`src/rtl/des_key_pkg.sv`:
```
// Shared types, DES shift schedule, PC-2 table and half-rotation helpers
// for the sequential DES round-key generator.
package des_key_pkg;

  localparam int NUM_ROUNDS = 16;
  localparam int HALF_W     = 28;

  typedef logic [HALF_W-1:0]   half_t;
  typedef logic [2*HALF_W-1:0] cd_t;
  typedef logic [47:0]         subkey_t;

  typedef enum logic {
    IDLE = 1'b0,
    EMIT = 1'b1
  } state_t;

  localparam logic [1:0] SHIFT_SCHED [1:NUM_ROUNDS] = '{
    2'd1, 2'd1, 2'd2, 2'd2, 2'd2, 2'd2, 2'd2, 2'd2,
    2'd1, 2'd2, 2'd2, 2'd2, 2'd2, 2'd2, 2'd2, 2'd1
  };

  // 1-based DES bit numbers; bit n of the C/D pair lives at cd[n-1]
  localparam logic [5:0] PC2_TAB [0:47] = '{
    6'd14, 6'd17, 6'd11, 6'd24, 6'd1,  6'd5,
    6'd3,  6'd28, 6'd15, 6'd6,  6'd21, 6'd10,
    6'd23, 6'd19, 6'd12, 6'd4,  6'd26, 6'd8,
    6'd16, 6'd7,  6'd27, 6'd20, 6'd13, 6'd2,
    6'd41, 6'd52, 6'd31, 6'd37, 6'd47, 6'd55,
    6'd30, 6'd40, 6'd51, 6'd45, 6'd33, 6'd48,
    6'd44, 6'd49, 6'd39, 6'd56, 6'd34, 6'd53,
    6'd46, 6'd42, 6'd50, 6'd36, 6'd29, 6'd32
  };

  function automatic logic [1:0] shift_amt(input logic [4:0] round);
    logic [1:0] s;
    s = 2'd2;
    for (int r = 1; r <= NUM_ROUNDS; r++) begin
      s = (round == 5'(r)) ? SHIFT_SCHED[r] : s;
    end
    return s;
  endfunction

  // DES left rotate: new h[i] = h[(i+s) mod 28]
  function automatic half_t des_rotl(input half_t h, input logic [1:0] s);
    half_t r;
    if (s == 2'd1) begin
      r = {h[0], h[27:1]};
    end else begin
      r = {h[1:0], h[27:2]};
    end
    return r;
  endfunction

  function automatic half_t des_rotr(input half_t h, input logic [1:0] s);
    half_t r;
    if (s == 2'd1) begin
      r = {h[26:0], h[27]};
    end else begin
      r = {h[25:0], h[27:26]};
    end
    return r;
  endfunction

  function automatic logic is_weak(input cd_t cd);
    logic c_ok;
    logic d_ok;
    c_ok = (cd[27:0] == 28'h0000000) || (cd[27:0] == 28'hFFFFFFF);
    d_ok = (cd[55:28] == 28'h0000000) || (cd[55:28] == 28'hFFFFFFF);
    return c_ok && d_ok;
  endfunction

endpackage

```
`src/rtl/key_permutation2.sv`:
```
// Combinational DES PC-2: selects 48 of the 56 C/D bits to form one subkey.
module key_permutation2
  import des_key_pkg::*;
(
  input  logic [55:0] i_cd,
  output logic [47:0] o_subkey
);

  for (genvar j = 0; j < 48; j++) begin : g_pc2
    localparam int SRC = int'(PC2_TAB[j]) - 1;
    assign o_subkey[j] = i_cd[SRC];
  end

endmodule

```
`src/rtl/des_key_schedule.sv`:
```
// Sequential DES round-key generator: one PC-2 subkey per handshake, K1..K16 or K16..K1.
// Define DES_KEY_SCHED_WEAK_KEY_EN to add the weak_key detection output.
module des_key_schedule
  import des_key_pkg::*;
(
  input  logic        clk,
  input  logic        n_rst,
  input  logic        load,
  input  logic        decrypt,
  input  logic [55:0] key_in,
  input  logic        subkey_ready,
  output logic [47:0] subkey_out,
  output logic [3:0]  subkey_idx,
  output logic        subkey_valid,
  output logic        busy,
  output logic        done
`ifdef DES_KEY_SCHED_WEAK_KEY_EN
  ,
  output logic        weak_key
`endif
);

  state_t     r_state;
  state_t     w_state_nxt;
  cd_t        r_cd;
  cd_t        w_cd_nxt;
  logic [3:0] r_cnt;
  logic [3:0] w_cnt_nxt;
  logic       r_dir;
  logic       w_dir_nxt;
  logic       r_done;
  logic       w_done_nxt;
  logic       w_last;
  logic [1:0] w_shift;
  subkey_t    w_subkey;

  // Encrypt moves C(k+1) -> C(k+2); decrypt moves C(k+1) -> C(k), undoing shift[k+1]
  assign w_shift = r_dir ? shift_amt({1'b0, r_cnt} + 5'd1) : shift_amt({1'b0, r_cnt} + 5'd2);
  assign w_last  = r_dir ? (r_cnt == 4'd0) : (r_cnt == 4'd15);

  always_comb begin
    w_state_nxt = r_state;
    w_cd_nxt    = r_cd;
    w_cnt_nxt   = r_cnt;
    w_dir_nxt   = r_dir;
    w_done_nxt  = 1'b0;
    case (r_state)
      IDLE: begin
        if (load) begin
          w_state_nxt = EMIT;
          w_dir_nxt   = decrypt;
          if (decrypt) begin
            w_cd_nxt  = key_in;
            w_cnt_nxt = 4'd15;
          end else begin
            w_cd_nxt  = {des_rotl(key_in[55:28], 2'd1), des_rotl(key_in[27:0], 2'd1)};
            w_cnt_nxt = 4'd0;
          end
        end else begin
          w_state_nxt = IDLE;
        end
      end
      EMIT: begin
        if (subkey_ready) begin
          if (w_last) begin
            w_state_nxt = IDLE;
            w_done_nxt  = 1'b1;
          end else if (r_dir) begin
            w_cd_nxt  = {des_rotr(r_cd[55:28], w_shift), des_rotr(r_cd[27:0], w_shift)};
            w_cnt_nxt = r_cnt - 4'd1;
          end else begin
            w_cd_nxt  = {des_rotl(r_cd[55:28], w_shift), des_rotl(r_cd[27:0], w_shift)};
            w_cnt_nxt = r_cnt + 4'd1;
          end
        end else begin
          w_state_nxt = EMIT;
        end
      end
      default: begin
        w_state_nxt = IDLE;
      end
    endcase
  end

  always_ff @(posedge clk or negedge n_rst) begin
    if (!n_rst) begin
      r_state <= IDLE;
    end else begin
      r_state <= w_state_nxt;
    end
  end

  always_ff @(posedge clk or negedge n_rst) begin
    if (!n_rst) begin
      r_cd   <= '0;
      r_cnt  <= 4'd0;
      r_dir  <= 1'b0;
      r_done <= 1'b0;
    end else begin
      r_cd   <= w_cd_nxt;
      r_cnt  <= w_cnt_nxt;
      r_dir  <= w_dir_nxt;
      r_done <= w_done_nxt;
    end
  end

`ifdef DES_KEY_SCHED_WEAK_KEY_EN
  logic r_weak;

  always_ff @(posedge clk or negedge n_rst) begin
    if (!n_rst) begin
      r_weak <= 1'b0;
    end else if ((r_state == IDLE) && load) begin
      r_weak <= is_weak(key_in);
    end else begin
      r_weak <= r_weak;
    end
  end

  assign weak_key = r_weak;
`endif

  key_permutation2 u_pc2 (
    .i_cd     (r_cd),
    .o_subkey (w_subkey)
  );

  assign subkey_out   = w_subkey;
  assign subkey_idx   = r_cnt;
  assign subkey_valid = (r_state == EMIT);
  assign busy         = (r_state != IDLE);
  assign done         = r_done;

endmodule

```
`config.mk`:
```
export PLATFORM = sky130hd
export DESIGN_NAME = des_key_schedule
export DESIGN_NICKNAME = d
export VERILOG_FILES = /design/src/rtl/des_key_pkg.sv /design/src/rtl/key_permutation2.sv /design/src/rtl/des_key_schedule.sv
export SDC_FILE = /design/constraint.sdc
export NUM_CORES = 1
export LEC_CHECK = 0
export CELL_PAD_IN_SITES_DETAIL_PLACEMENT = 1
export CELL_PAD_IN_SITES_GLOBAL_PLACEMENT = 1
export CORE_UTILIZATION = 41
export DETAILED_ROUTE_END_ITERATION = 8
export PLACE_DENSITY = 0.78
export SYNTH_ARGS = -nofsm -noshare
export SYNTH_HDL_FRONTEND = slang
export SYNTH_SLANG_ARGS = --single-unit
```
`constraint.sdc`:
```
create_clock -name clk -period 2.4 [get_ports clk]
set_input_delay 0.24 -clock clk [delete_from_list [all_inputs] [get_ports clk]]
set_output_delay 0.24 -clock clk [all_outputs]
set_load 0.05 [all_outputs]
```
==> results of run 1 <==
## layout by cell type (no fill, tap or decap), types with 2 or more instances in the layout
cell             instances
o2111ai_1               52
nand2_2                  2
nand3_1                 54
a41oi_1                 52
clkbuf_1                 2
clkbuf_16               11
dfrtp_1                 59
buf_12                  12
ha_1                     3
nor3_1                   5
clkdlybuf4s50_1        111
a31oi_1                 54
o21ai_0                 55
a21oi_1                  9
nand2_1                 14
buf_4                   28
dfrtp_2                  3
or2_2                   53
nor2_1                  57
inv_1                    3
nand2b_1                 2
xnor2_1                  2
and3_1                   2
clkbuf_8                 2
a211oi_2                17
mux2_2                   4
or3_1                    3
bufinv_16                2
o211ai_1                56
a211oi_1                35
mux2i_1                 60
## registers in the layout, summed over array words and instances (netlist names)
| name | flops |
|---|---|
| busy | 1 |
| done | 1 |
| r_cd | 56 |
| r_dir | 1 |
| subkey_idx | 4 |
## power groups by stage
stage	registers (mW)	clock network [mW]	logic, mW
after floorplan	2.36	0	7.88
after global placement	2.62	0	9.75
after detailed placement	2.64	0	10.2
after CTS	2.63	1.51	10.2
after global routing	2.74	1.57	11.1
final	2.67	1.50	10.4
## layer usage
metal / global-route usage (%) / vias up / part of all wire, %
met4: 11.63 / 0 / 2.2
met1: 37.31 / 3784 / 42
met3: 4.537 / 49 / 6.6
met5: 0 / - / 0
met2: 49.91 / 369 / 49
li1: - / 3276 / -
## path summary, 6_finish.rpt
check / start / to / slack (ns) / depth (start not counted)
setup reg to reg: subkey_idx[2]$_DFFE_PN0P_ / r_cd[3]$_DFFE_PN0P_ / 0.08 / 6
hold / removal: n_rst / r_cd[41]$_DFFE_PN0P_ / 0.42 / 2
max in group asynchronous: n_rst / r_cd[25]$_DFFE_PN0P_ / 1.17 / 3
hold reg to reg: subkey_idx[1]$_DFFE_PN0P_ / subkey_idx[1]$_DFFE_PN0P_ / 0.64 / 2
min in group clk: load / busy$_DFF_PN0_ / 0.53 / 3
setup / recovery: subkey_idx[2]$_DFFE_PN0P_ / r_cd[3]$_DFFE_PN0P_ / 0.08 / 6
## cell type report
cell class,count,area [sq um],area share (%)
timing repair buffer,156,1642,19.88
tap,220,275.3,3.333
inverter,4,15.01,0.1818
multi-input combinational,613,4418,53.49
clock inverter,3,65.06,0.7878
sequential,63,1584,19.18
clock buffer,13,260.3,3.151
## per-stage QoR
step,area (sq um),utilization (%),total power [mW]
CTS,8150,49.32,14.35
finish,8259,49.98,14.60
global placement,7811,47.27,12.38
detailed placement,7811,47.27,12.79
global route,8259,49.98,15.40
floorplan,6914,-,10.24
## cells by family after synthesis
logic type / Yosys count
compound gates: 342
simple gates: 200
buf+inv: 162
mux: 64
flops: 63
fa+ha+maj: 5
xor+xnor: 2
## timing repair
action	CTS	global route
endpoints found under the setup margin	1	47
hold buffers	1	0
resized for setup	1	4
cloned	0	2
hold endpoints to repair	19	0
buffers inserted	0	4
pin swaps	0	3
==> results.md, run 1 <==
* Final wirelength at 26230 microns
* Clk sinks at 63
* I/O pin count at approximately 120
* Top FF cell, synth: dfrtp_1
* Final WS setup at between 0.08 and 0.09 ns
* DR vias at around 7500
* Post-route insts no fill at between 1000 and 1500
* Post-synth EDFFs at 0
* Port bufs at 115
* Number of inserted diodes at 0
* VDD IR max at slightly below 900 uV
* Dpl ws at -0.05446 ns
* Max-slew violation count at 0
* Leak at approximately 2.8 nW
* TritonCTS Buffers at 9
* Slowest cell on the critical path: dfrtp_2
* Initial core utilization at roughly two fifths
* Fin. Hold Viols at 0
* Clock Power Share at 10.3%
* Run status: completed
* Initial antenna violation count at 0
* DR iter-0 viols at roughly 850
* CP endpoint kind: flop
* Synth Instances at around 840
* Largest net degree at the start of global routing at 170
* Ys async rst share at 100.0%
* PwrDens at about 1800 nW/um^2
* CP Max Fanout at 38
* Hold Slack at between 0.4 and 0.5 ns
* Top post-synthesis cells by area: dfrtp_1, mux2i_1, a41oi_1, o2111ai_1, buf_4
* Hpwl dp at between 15000 and 20000 microns
* Sequential fraction of the synthesis area at a little under a quarter
* Die Wd at roughly 130 microns
* Biggest cell delay along the critical path at ~0.43 ns
* Post-Synth Adder-Cell Area at 1.014%
* Vias/cell at 6.976
* Complex-gate fraction of the synthesized area at a little under two fifths
* Syn_nets at between 900 and 1000
* Largest family of logic cells by synthesized area: compound AO/OA/AOI/OAI gates
* CTS Buffer Depth at 2
* # setup viols final at 0
* Fill cells at 1903
* Simple-Gate Fraction of Synth Area at between 10% and 20%
* First-pass GRT wire length at approximately 41000 microns
* CP cell instances: ha_2 -> o21ai_0 -> a31oi_4 -> buf_8 -> a31oi_1 -> a211oi_1
* Yosys top cell by area: dfrtp_1
* Chip height at about 130 microns
* Number of global-route vias before repair at ~7800
* Global-route usage over all layers at 29.40%
* Sw Ratio at 56.49%
* Crit path max-delay family: compound AO/OA/AOI/OAI gates
* CP Class: flop to flop
* Worst clock skew at approximately 0.0043 ns
* Worst-path clk slew at ~0.060 ns
* Count leader, synth: dfrtp_1
* CTS tree: done
* Post-synthesis xor/xnor area fraction at 0.2534%
* RSZ-0062 raised after global routing: yes
* YS warnings at 0
* Comb pwr share at between 70% and 80%
* Setup crit start kind: flop
* WL per Instance at 24.46 microns
* Critical path arrival at 2.56 ns
* Psw at between 8 and 9 mW
* Final min period at between 2 and 2.5 ns
* Slew HR at between 40% and 50%
* Total gr overflow at 0
* Clock Latency Late Sink at between 0.3 and 0.4 ns
* Synth top area share at 22.81%
* Final worst path period share at about 97%
* Synth cell count leaders: dfrtp_1, buf_4, mux2i_1
* Fraction of layout cells with a size suffix above 1 at a little under a fifth
* DRC at 0
* Synth unique cells at 52
* Max cap viols at 0
* First-pass DRT Iterations at 4
* Hold WC Path Type: primary input to async pin
* Worst Tran Pin Value at between 0.7 and 0.8 ns
* F_max at around 0.43 GHz
* Part of the power in registers at between 10% and 20%
* Gp weighted congestion at 0.7974
* Worst Path Buf+Inv at 1
* Yosys reg bits at 63
* Core ar. at roughly 17000 sq um
* # H-tree levels at 3
* DP Cell Count at ~1000
* TNS Setup at 0 ns
* Root buf cell: clkbuf_16
* Mux share of post-synthesis cell area at roughly a tenth
* Die footprint at 17380 sq um
* Internal at 6.353 mW
* Num rows at 47
* Area growth syn-to-layout at 19.48%
* Post-Synthesis Cell Area at a little under 7000 sq um
* Nets at approximately 910
* Req. time, crit path at 2.64 ns
* Mean Syn Cell Area at ~8.2 sq um
* Antenna-violating nets left at 0
No activity file was read; power rests on OpenSTA's default activity.
==> run 2, diff against run 1 <==
- ABC_CLOCK_PERIOD_IN_PS: default -> 2400
==> results of run 2 <==
Final layout, timing and power as in run 1 (identical DEF).
